--- config.mk ---
export PLATFORM = sky130hd
export DESIGN_NAME = soc_control_mc_flat
export DESIGN_NICKNAME = d
export VERILOG_FILES = /design/src/rtl/soc_control_pkg.sv /design/src/rtl/soc_control_if.sv /design/src/rtl/soc_reset_pulse.sv /design/src/rtl/soc_control_mc.sv /design/src/flat_wrapper.sv
export SDC_FILE = /design/constraint.sdc
export NUM_CORES = 1
export LEC_CHECK = 0
export ABC_AREA = 0
export BUFFER_PORTS_ARGS = -buffer_cell sky130_fd_sc_hd__buf_2
export CAP_MARGIN = 10
export CELL_PAD_IN_SITES_DETAIL_PLACEMENT = 1
export CELL_PAD_IN_SITES_GLOBAL_PLACEMENT = 1
export CORE_UTILIZATION = 40
export CTS_BUF_LIST = sky130_fd_sc_hd__clkbuf_8
export CTS_CLUSTER_SIZE = 28
export DETAILED_ROUTE_END_ITERATION = 12
export HOLD_SLACK_MARGIN = 0.1
export PLACE_DENSITY = 0.68
export SLEW_MARGIN = 0
export SYNTH_ARGS = -nofsm -noshare
export SYNTH_HDL_FRONTEND = slang
export SYNTH_SLANG_ARGS = --single-unit
--- constraint.sdc ---
create_clock -name clk -period 5.47 [get_ports clk]
set_clock_uncertainty 0.05 [all_clocks]
set_input_delay 1.3675 -clock clk [delete_from_list [all_inputs] [get_ports clk]]
set_output_delay 1.3675 -clock clk [all_outputs]
set_load 0.005 [all_outputs]
--- src/rtl/soc_control_pkg.sv ---
// soc_control_pkg: register map, CONTROL bit positions and helpers shared by soc_control_mc
package soc_control_pkg;
  typedef enum logic [7:0] {
    SOCCTL_CONTROL   = 8'd0,
    SOCCTL_INT_EN    = 8'd1,
    SOCCTL_INT_PEND  = 8'd2,
    SOCCTL_INT_MODE  = 8'd3,
    SOCCTL_INT_CLAIM = 8'd4,
    SOCCTL_WDT       = 8'd5
  } socctl_mc_t;
  localparam int HALT = 0;
  localparam int CRES = 1;
  localparam int SRES = 2;
  localparam int GIE  = 3;
  localparam logic [31:0] CONTROL_WMASK = 32'hFFFF000F;
  function automatic logic [4:0] lowest_idx(input logic [31:0] a);
    lowest_idx = '0;
    for (int i = 31; i >= 0; i--)
      if (a[i]) lowest_idx = 5'(i);
  endfunction
endpackage

--- src/rtl/soc_control_if.sv ---
// SoC_MemBus / SoC_InterruptBus: memory-bus slave port and interrupt request bundle
interface SoC_MemBus;
  logic        request;
  logic        write;
  logic [31:0] addr;
  logic [31:0] wdata;
  logic [31:0] rdata;
  logic        ready;
  modport Master(output request, write, addr, wdata, input rdata, ready);
  modport Slave(input request, write, addr, wdata, output rdata, ready);
endinterface

interface SoC_InterruptBus;
  logic [31:0] interrupts;
  modport Generator(output interrupts);
  modport Handler(input interrupts);
endinterface

--- src/rtl/soc_reset_pulse.sv ---
// soc_reset_pulse: self-timed reset pulse; a load (re)starts an 8-bit countdown, active while non-zero
module soc_reset_pulse #(
  parameter int RESET_PULSE = 16
) (
  input  logic clk,
  input  logic res_n,
  input  logic load,
  output logic active
);
  logic [7:0] cnt;
  always_ff @(posedge clk or negedge res_n)
    if (!res_n) cnt <= '0;
    else if (load) cnt <= 8'(RESET_PULSE);
    else if (cnt != '0) cnt <= cnt - 8'd1;
  assign active = cnt != '0;
endmodule

--- src/rtl/soc_control_mc.sv ---
// soc_control_mc: multi-channel SoC controller (halt, resets, flags, edge/level interrupts, claim).
// Define SOC_CTL_WATCHDOG_EN to add the WDT register and its core-reset watchdog.
module soc_control_mc
  import soc_control_pkg::*;
#(
  parameter int BUS_LATENCY = 1,
  parameter int NUM_INTS    = 32,
  parameter int SYNC_STAGES = 2,
  parameter int RESET_PULSE = 16
) (
  input  logic                clk,
  input  logic                res_n,
  output logic                core_halt,
  output logic                core_res,
  output logic                soc_res,
  output logic [15:0]         control_flags,
  input  logic [NUM_INTS-1:0] int_triggers,
  SoC_MemBus.Slave            mem_bus,
  SoC_InterruptBus.Generator  int_bus
);
  typedef enum logic [1:0] {ACC_MAIN, ACC_SET, ACC_CLEAR, ACC_TOGGLE} reg_access_t;
  function automatic logic [31:0] writeval(input reg_access_t acc, input logic [31:0] cur, input logic [31:0] wd);
    return acc == ACC_MAIN ? wd : acc == ACC_SET ? cur | wd : acc == ACC_CLEAR ? cur & ~wd : cur ^ wd;
  endfunction
  function automatic logic [31:0] clearonly(input reg_access_t acc, input logic [31:0] wd);
    return (acc == ACC_MAIN || acc == ACC_CLEAR) ? wd : '0;
  endfunction
  localparam int N = NUM_INTS;
  logic halt, gie, rst_hold, core_active, soc_active, wr, ctrl_wr, cres_load, sres_load, wdt_fire, unused_ok;
  logic [15:0] flags;
  logic [N-1:0] int_en, int_mode, mode_next, epend, prev, s, pend, a, pend_clr;
  logic [31:0] claim_q, ctrl_rd, ctrl_wv, wdt_rd, rdata_c;
  logic [7:0] reg_idx;
  reg_access_t acc;
  assign reg_idx = mem_bus.addr[11:4];
  assign acc = reg_access_t'(mem_bus.addr[3:2]);
  assign unused_ok = &{1'b0, mem_bus.addr[31:12], mem_bus.addr[1:0], ctrl_wv[15:4], ctrl_wv[2:1]};
  // the soft SoC reset locks out every bus write for its duration
  assign wr = mem_bus.request && mem_bus.write && !soc_active;
  assign ctrl_wr = wr && reg_idx == SOCCTL_CONTROL;
  assign ctrl_rd = {flags, 12'b0, gie, soc_active, core_active, halt};
  assign ctrl_wv = writeval(acc, ctrl_rd, mem_bus.wdata) & CONTROL_WMASK;
  assign cres_load = (ctrl_wr && acc != ACC_CLEAR && mem_bus.wdata[CRES]) || wdt_fire;
  assign sres_load = ctrl_wr && acc != ACC_CLEAR && mem_bus.wdata[SRES];
  assign mode_next = (wr && reg_idx == SOCCTL_INT_MODE) ? N'(writeval(acc, 32'(int_mode), mem_bus.wdata)) : int_mode;
  assign pend_clr = (wr && reg_idx == SOCCTL_INT_PEND) ? N'(clearonly(acc, mem_bus.wdata)) : '0;
  assign pend = (int_mode & epend) | (~int_mode & s);
  assign a = pend & int_en & {N{gie}};
  assign rdata_c = acc != ACC_MAIN ? '0 :
                   reg_idx == SOCCTL_CONTROL   ? ctrl_rd :
                   reg_idx == SOCCTL_INT_EN    ? 32'(int_en) :
                   reg_idx == SOCCTL_INT_PEND  ? 32'(pend) :
                   reg_idx == SOCCTL_INT_MODE  ? 32'(int_mode) :
                   reg_idx == SOCCTL_INT_CLAIM ? claim_q :
                   reg_idx == SOCCTL_WDT       ? wdt_rd : '0;
  if (SYNC_STAGES == 0) begin : g_nosync
    assign s = int_triggers;
  end else begin : g_sync
    logic [N-1:0] q [SYNC_STAGES];
    always_ff @(posedge clk or negedge res_n)
      if (!res_n) begin
        for (int i = 0; i < SYNC_STAGES; i++) q[i] <= '0;
      end else begin
        q[0] <= int_triggers;
        for (int i = 1; i < SYNC_STAGES; i++) q[i] <= q[i-1];
      end
    assign s = q[SYNC_STAGES-1];
  end
  always_ff @(posedge clk or negedge res_n)
    if (!res_n) begin
      rst_hold <= 1'b1;
      halt     <= 1'b0;
      gie      <= 1'b1;
      flags    <= '0;
      int_en   <= '0;
      int_mode <= '0;
      epend    <= '0;
      prev     <= '0;
      claim_q  <= '0;
    end else begin
      rst_hold <= 1'b0;
      prev     <= s;
      claim_q  <= {|a, 26'b0, lowest_idx(32'(a))};
      int_mode <= mode_next;
      // a new edge outranks a same-cycle clear so no request is dropped
      epend    <= soc_active ? '0 : (epend & ~pend_clr & ~(mode_next ^ int_mode)) | (s & ~prev & mode_next);
      if (soc_active) int_en <= '0;
      else if (wr && reg_idx == SOCCTL_INT_EN) int_en <= N'(writeval(acc, 32'(int_en), mem_bus.wdata));
      if (soc_active) halt <= 1'b0;
      else if (ctrl_wr) halt <= ctrl_wv[HALT];
      if (ctrl_wr) begin
        gie   <= ctrl_wv[GIE];
        flags <= ctrl_wv[31:16];
      end
    end
  soc_reset_pulse #(.RESET_PULSE(RESET_PULSE)) u_core (.clk(clk), .res_n(res_n), .load(cres_load), .active(core_active));
  soc_reset_pulse #(.RESET_PULSE(RESET_PULSE)) u_soc (.clk(clk), .res_n(res_n), .load(sres_load), .active(soc_active));
`ifdef SOC_CTL_WATCHDOG_EN
  logic wdt_en, wdt_wr;
  logic [23:0] wdt_reload, wdt_cnt;
  logic [31:0] wdt_wv;
  assign wdt_wr = wr && reg_idx == SOCCTL_WDT;
  assign wdt_wv = writeval(acc, wdt_rd, mem_bus.wdata);
  assign wdt_rd = {wdt_en, 7'b0, wdt_reload};
  assign wdt_fire = wdt_en && !halt && wdt_cnt == '0 && !wdt_wr;
  always_ff @(posedge clk or negedge res_n)
    if (!res_n) begin
      wdt_en     <= 1'b0;
      wdt_reload <= '0;
      wdt_cnt    <= '0;
    end else if (wdt_wr) begin
      wdt_en     <= wdt_wv[31];
      wdt_reload <= wdt_wv[23:0];
      wdt_cnt    <= wdt_wv[23:0];
    end else if (wdt_en && !halt) begin
      wdt_cnt <= wdt_cnt == '0 ? wdt_reload : wdt_cnt - 24'd1;
    end
`else
  assign wdt_rd = '0;
  assign wdt_fire = 1'b0;
`endif
  logic [BUS_LATENCY-1:0] rdy_q;
  logic [31:0] rd_q [BUS_LATENCY];
  always_ff @(posedge clk or negedge res_n)
    if (!res_n) begin
      rdy_q <= '0;
      for (int i = 0; i < BUS_LATENCY; i++) rd_q[i] <= '0;
    end else begin
      rdy_q[0] <= mem_bus.request;
      rd_q[0]  <= rdata_c;
      for (int i = 1; i < BUS_LATENCY; i++) begin
        rdy_q[i] <= rdy_q[i-1];
        rd_q[i]  <= rd_q[i-1];
      end
    end
  assign mem_bus.ready = rdy_q[BUS_LATENCY-1];
  assign mem_bus.rdata = rd_q[BUS_LATENCY-1];
  assign int_bus.interrupts = 32'(a);
  assign core_halt = halt;
  assign core_res = rst_hold | core_active;
  assign soc_res = rst_hold | soc_active;
  assign control_flags = flags;
endmodule
--- src/flat_wrapper.sv ---
// flat-port wrapper written by rule: the top's interface ports become plain ports
module soc_control_mc_flat import soc_control_pkg::*;
#(
  parameter int BUS_LATENCY = 1,
  parameter int NUM_INTS    = 32,
  parameter int SYNC_STAGES = 2,
  parameter int RESET_PULSE = 16
)
  (clk, res_n, core_halt, core_res, soc_res, control_flags, int_triggers, mem_bus_request, mem_bus_write, mem_bus_addr, mem_bus_wdata, mem_bus_rdata, mem_bus_ready, int_bus_interrupts);
  SoC_MemBus mem_bus_i ();
  SoC_InterruptBus int_bus_i ();
  input  logic clk;
  input  logic res_n;
  output logic core_halt;
  output logic core_res;
  output logic soc_res;
  output logic [15:0] control_flags;
  input  logic [NUM_INTS-1:0] int_triggers;
  input wire logic [$bits(mem_bus_i.request)-1:0] mem_bus_request;
  input wire logic [$bits(mem_bus_i.write)-1:0] mem_bus_write;
  input wire logic [$bits(mem_bus_i.addr)-1:0] mem_bus_addr;
  input wire logic [$bits(mem_bus_i.wdata)-1:0] mem_bus_wdata;
  output wire logic [$bits(mem_bus_i.rdata)-1:0] mem_bus_rdata;
  output wire logic [$bits(mem_bus_i.ready)-1:0] mem_bus_ready;
  output wire logic [$bits(int_bus_i.interrupts)-1:0] int_bus_interrupts;
  assign mem_bus_i.request = mem_bus_request;
  assign mem_bus_i.write = mem_bus_write;
  assign mem_bus_i.addr = mem_bus_addr;
  assign mem_bus_i.wdata = mem_bus_wdata;
  assign mem_bus_rdata = mem_bus_i.rdata;
  assign mem_bus_ready = mem_bus_i.ready;
  assign int_bus_interrupts = int_bus_i.interrupts;
  soc_control_mc #(.BUS_LATENCY(BUS_LATENCY), .NUM_INTS(NUM_INTS), .SYNC_STAGES(SYNC_STAGES), .RESET_PULSE(RESET_PULSE)) u_core (.clk(clk), .res_n(res_n), .core_halt(core_halt), .core_res(core_res), .soc_res(soc_res), .control_flags(control_flags), .int_triggers(int_triggers), .mem_bus(mem_bus_i), .int_bus(int_bus_i));
endmodule
# == Yosys cells after proc, flatten, opt, wreduce, memory -nomap -nowiden ==
# Cells that the tools add are included.
# totals
out_inout_bits,84
elab_cells,131
in_bits,100
regBits,266
# classes
add_sub_neg,2
n_mux,59
n_bitwise,27
n_eq_ne,7
n_reduce_logical,21
# op_table
cell,count
$mux W32,21
$and A32 B32 Y32,11
$mux W5,32
$not A32 Y32,5
$or A32 B32 Y32,5
$xor A32 B32 Y32,4
$mux W8,4
$reduce_or A32 Y1,1
$eq A8 B2 Y1 const B,2
$reduce_bool A8 Y1,2
$sub A8 B1 Y8 const B,2
$reduce_bool A2 Y1,5
$logic_and A1 B1 Y1,9
$eq A8 B1 Y1 const B,1
$eq A8 B3 Y1 const B,1
$logic_not A8 Y1,1
$eq A2 B1 Y1 const B,1
$eq A2 B2 Y1 const B,1
$logic_not A2 Y1,1
$mux W1,2
$ne A2 B2 Y1 const B,1
$or A1 B1 Y1,2
$logic_not A1 Y1,1
$logic_or A1 B1 Y1,1

# == Depth between registers and ports, before layout ==
# logic_depth
ltp_word,37
mapped_depth,11
ltp_nobuf,7

# == Modules after synthesis ==
# Synthesis repeated with hierarchy kept, for this count alone.
# hier_totals
hier_cells,1788
area_unflattened_um2,17052.6
# by_module_without_submodules
mod,n_inst,area_each_um2,seq_area_each_um2,cells_per_inst
soc_control_mc,1,16069.2,6258.5,1692
soc_reset_pulse,2,491.7,200.2,48

# == Least setup slack after synthesis ==
# Ideal clock, no wire load.
# synth_path
path_kind,input to register
start,in mem_bus_addr[7]
end,reg u_core.epend[30]
cell_stages,7
t_required_ns,5.284
path_slack_ns,2.202
path_buffers,2
t_arrival_ns,3.081
setup_ns,0.136
cell_sequence,or4_1 -> buf_2 -> nor4_4 -> nand2_1 -> clkbuf_1 -> o2111ai_1 -> a31oi_1
# synth_via
elab_chain_len,8
word_cells_on_any_way,14
classes_between,2 x eq/ne; 3 x mux; 7 x bitwise; 2 x reduce/logical
# synth_rtl
element,line_no,rtl
start: declaration,flat_wrapper.sv:21,input wire logic [$bits(mem_bus_i.addr)-1:0] mem_bus_addr;
$eq A8 B2 Y1 (on tied branches),"soc_control_mc.sv:46, soc_control_mc.sv:45",
$logic_and A1 B1 Y1 (on tied branches),"soc_control_mc.sv:46, soc_control_mc.sv:45",
$mux W32 (on tied branches),"soc_control_mc.sv:46, soc_control_mc.sv:45",
$not A32 Y32 / $xor A32 B32 Y32 (equally long branches),soc_control_mc.sv:86,epend <= soc_active ? '0 : (epend & ~pend_clr & ~(mode_next ^ int_mode)) | (s & ~prev & mode_next);
$and A32 B32 Y32 / $not A32 Y32 (equally long branches),soc_control_mc.sv:86,
$and A32 B32 Y32,soc_control_mc.sv:86,
$or A32 B32 Y32 (*),soc_control_mc.sv:86,
$mux W32 (*),soc_control_mc.sv:86,
end signal: assignment,soc_control_mc.sv:86,
end: declaration,soc_control_mc.sv:31,"logic [N-1:0] int_en, int_mode, mode_next, epend, prev, s, pend, a, pend_clr;"
# Every way passes the cells marked *; elsewhere a longest branch is shown, timed or not.
# A chain may end at the register's enable or synchronous reset.

# == Worst setup path in the final report ==
# layout_path
start,in mem_bus_addr[7]
end,reg u_core.epend[21]
# Same word-level chain as after synthesis.

==> metrics.txt <==
outcome=complete, no violations; total track usage=0.266; Area growth syn-to-layout=14.5%; NumNets Final=2,231; Core Box Area=42,300 um2; final hold vios=0; total wire length=57,800 um; port bufs=161; crit end category=flip-flop; vias in the first global route=15.7k; Initial DRT Pass Iterations=7; Startpoint Class=primary input; placed inst area=18,800 um2; Worst IR Drop VDD=0.000160 V; EDFF count, synth=0; Seq cells post-synth=266; Slew Limit Headroom=0.185; pin count of the biggest net entering global routing=112; fmax=251 MHz; drt drc=0; Arr. time, crit path=4.48 ns; CP max FO=19; initial core utilization=0.410; Post-Synthesis Cell Area=17,300 um2; post-CTS sizing=0; Worst-path clk slew=0.07 ns; crit path time final=3.98 ns; Die Y=210 um; Setup TNS Final=0 ns; Leak=9.03 nW; total die area=44,200 um2; TritonCTS clock tree=done; clk root buf=clkbuf_8; vias post-DR=15.1k; htree depth=2; r2r startpoint=u_core.u_soc.cnt[0]; Async SR Flop Fraction=1.00; hold buffers post-CTS=0; worst hold path startpoint=u_core.g_sync.q[47]; initial antenna violation count=1; Seq/Total Area, Yosys=0.384; first-pass GRT wire length=91,100 um; Routed Antenna Nets=0; most common cell after layout, fill and taps aside=dfrtp_1; Final setup viols=0; vias per std cell=5.85; HP Class=reg -> reg; Max Slew Vio Count=0; Mapped Cells=1,827; Least-Margin Pin Slew=1.22 ns; RSZ-0062 raised after global routing=no; Max Cap Viol=0; post-route design area=19,900 um2; dpl hpwl=38,500 um; Critical Path RT=5.97 ns; layout cells sized above 1=0.183; CTS Buf Count=50; grt ovf=0; most frequent cells in the layout=dfrtp_1, inv_1, ha_1; die width=210 um; Max Buffers Root-to-Sink=3; CTS Sinks=266; Primary FF master, synth=dfrtp_1; Worst-Skew Late Latency=0.64 ns; Crit. Startpoint=mem_bus_addr[7]; wire per inst=22.4 um; Post-Route Utilization=0.469; Setup Crit Path Kind=in -> reg; count of cell types in the netlist=64; YS warnings=0; Ports=184; Mapped Avg Cell Area=9.49 um2; Syn Nets=2,093; drt first-iter violations=962; RePlAce Congestion=0.829; FP Rows=75; Layout fillers=4,857; Period Utilization, post-route=0.728; total power divided by cell area=241 nW/um2; Post-CTS Setup Bufs=0
[metrics by stage]
stage          std cells  power, mW  hold slack [ns]  worst slack, ns
2_1_floorplan       1827       2.55            0.281             2.20
3_3_place_gp        2490       2.76            0.283            0.978
3_5_place_dp        2490       2.79            0.286            0.872
4_1_cts             2579       4.85            0.292             1.54
5_1_grt             2580       5.01            0.306             1.42
6_report            2580       4.78            0.284             1.49
[final timing paths]
path | end | slack (ns) | cells after the start
setup / recovery | u_core.epend[21] | 1.49 | 7
hold / removal | u_core.s[15] | 0.28 | 0
setup reg to reg | u_core.epend[17] | 2.07 | 9
hold reg to reg | u_core.s[15] | 0.28 | 0
max in group asynchronous | u_core.mem_bus.rdata[16] | 3.60 | 2
min in group asynchronous | u_core.u_core.cnt[3] | 0.69 | 1
[registers in the layout (all words and copies together) (netlist names)]
name / count
u_core.u_core.cnt: 8
u_core.control_flags: 16
u_core.u_soc.cnt: 8
u_core.prev: 32
u_core.mem_bus.ready: 1
u_core.g_sync.q: 32
u_core.rst_hold: 1
u_core.gie: 1
u_core.claim_q: 6
u_core.s: 32
u_core.int_en: 32
u_core.mem_bus.rdata: 32
u_core.epend: 32
u_core.int_mode: 32
u_core.core_halt: 1
[where the power goes]
part	internal (mW)	switching [mW]	total, mW
clock	1.12	0.906	2.02
sequential	2.07	0.0921	2.16
combinational	0.239	0.362	0.600
[layout make-up]
class | instances | area, um2 | share of cell area
well taps | 577 | 722 | 0.0364
clock buffers | 66 | 908 | 0.0457
multi-input cells | 1209 | 9360 | 0.471
flip-flops and latches | 266 | 6660 | 0.335
clock inverters | 23 | 119 | 0.00599
repair buffers | 200 | 1190 | 0.0602
inverters | 238 | 893 | 0.0450
diodes | 1 | 2.50 | 0.000126
[critical path, stage by stage]
cell	delay, ns
buf_2	0.11
or4_1	0.77
and4bb_1	0.78
nand2_2	0.45
buf_4	0.37
or3_1	0.41
a31oi_1	0.20
[kinds of logic after synthesis]
group / Yosys count / share of synthesized area
and+or+nand+nor: 451 / 0.123
other: 1 / 0.000216
buffers and inverters: 352 / 0.0787
adders and majority gates: 166 / 0.120
xor gates and xnor gates: 9 / 0.00454
muxes: 120 / 0.114
AOI/OAI and AO/OA: 462 / 0.176
DFF: 266 / 0.384
[cell usage after synthesis, types with 4 or more instances]
| cell type | count | area share |
|---|---|---|
| nand2_1 | 129 | 0.028 |
| o21ai_0 | 119 | 0.034 |
| a31oi_1 | 66 | 0.024 |
| nand2b_1 | 25 | 0.0090 |
| or3_1 | 22 | 0.0079 |
| dfrtp_1 | 264 | 0.38 |
| and3_1 | 4 | 0.0014 |
| buf_2 | 26 | 0.0075 |
| a311oi_1 | 21 | 0.011 |
| xnor2_1 | 4 | 0.0020 |
| a41oi_1 | 15 | 0.0076 |
| mux2i_1 | 49 | 0.028 |
| a21oi_1 | 84 | 0.024 |
| o2bb2ai_1 | 7 | 0.0035 |
| inv_1 | 238 | 0.052 |
| nor2_1 | 119 | 0.026 |
| a211oi_1 | 15 | 0.0065 |
| mux4_2 | 61 | 0.079 |
| clkbuf_1 | 75 | 0.016 |
| o211ai_1 | 5 | 0.0022 |
| nor3_1 | 17 | 0.0049 |
| ha_1 | 166 | 0.12 |
| nor2b_1 | 14 | 0.0050 |
| or2_2 | 7 | 0.0025 |
| nor4_1 | 11 | 0.0040 |
| o221ai_1 | 32 | 0.016 |
| xor2_1 | 5 | 0.0025 |
| a22oi_1 | 16 | 0.0069 |
| and2_1 | 14 | 0.0050 |
| buf_1 | 10 | 0.0022 |
| o22ai_1 | 9 | 0.0032 |
| o2111ai_1 | 47 | 0.024 |
| a32oi_1 | 5 | 0.0025 |
| nand3_1 | 74 | 0.021 |
| mux2_2 | 9 | 0.0058 |
[per-layer routing]
metal	track usage	up-vias	wire length, um
li1	-	6828	-
met2	0.447	408	28200
met5	0	-	0
met4	0.0941	0	1910
met1	0.348	7712	24900
met3	0.0425	134	2850
No activity file was read; power rests on OpenSTA's default activity.
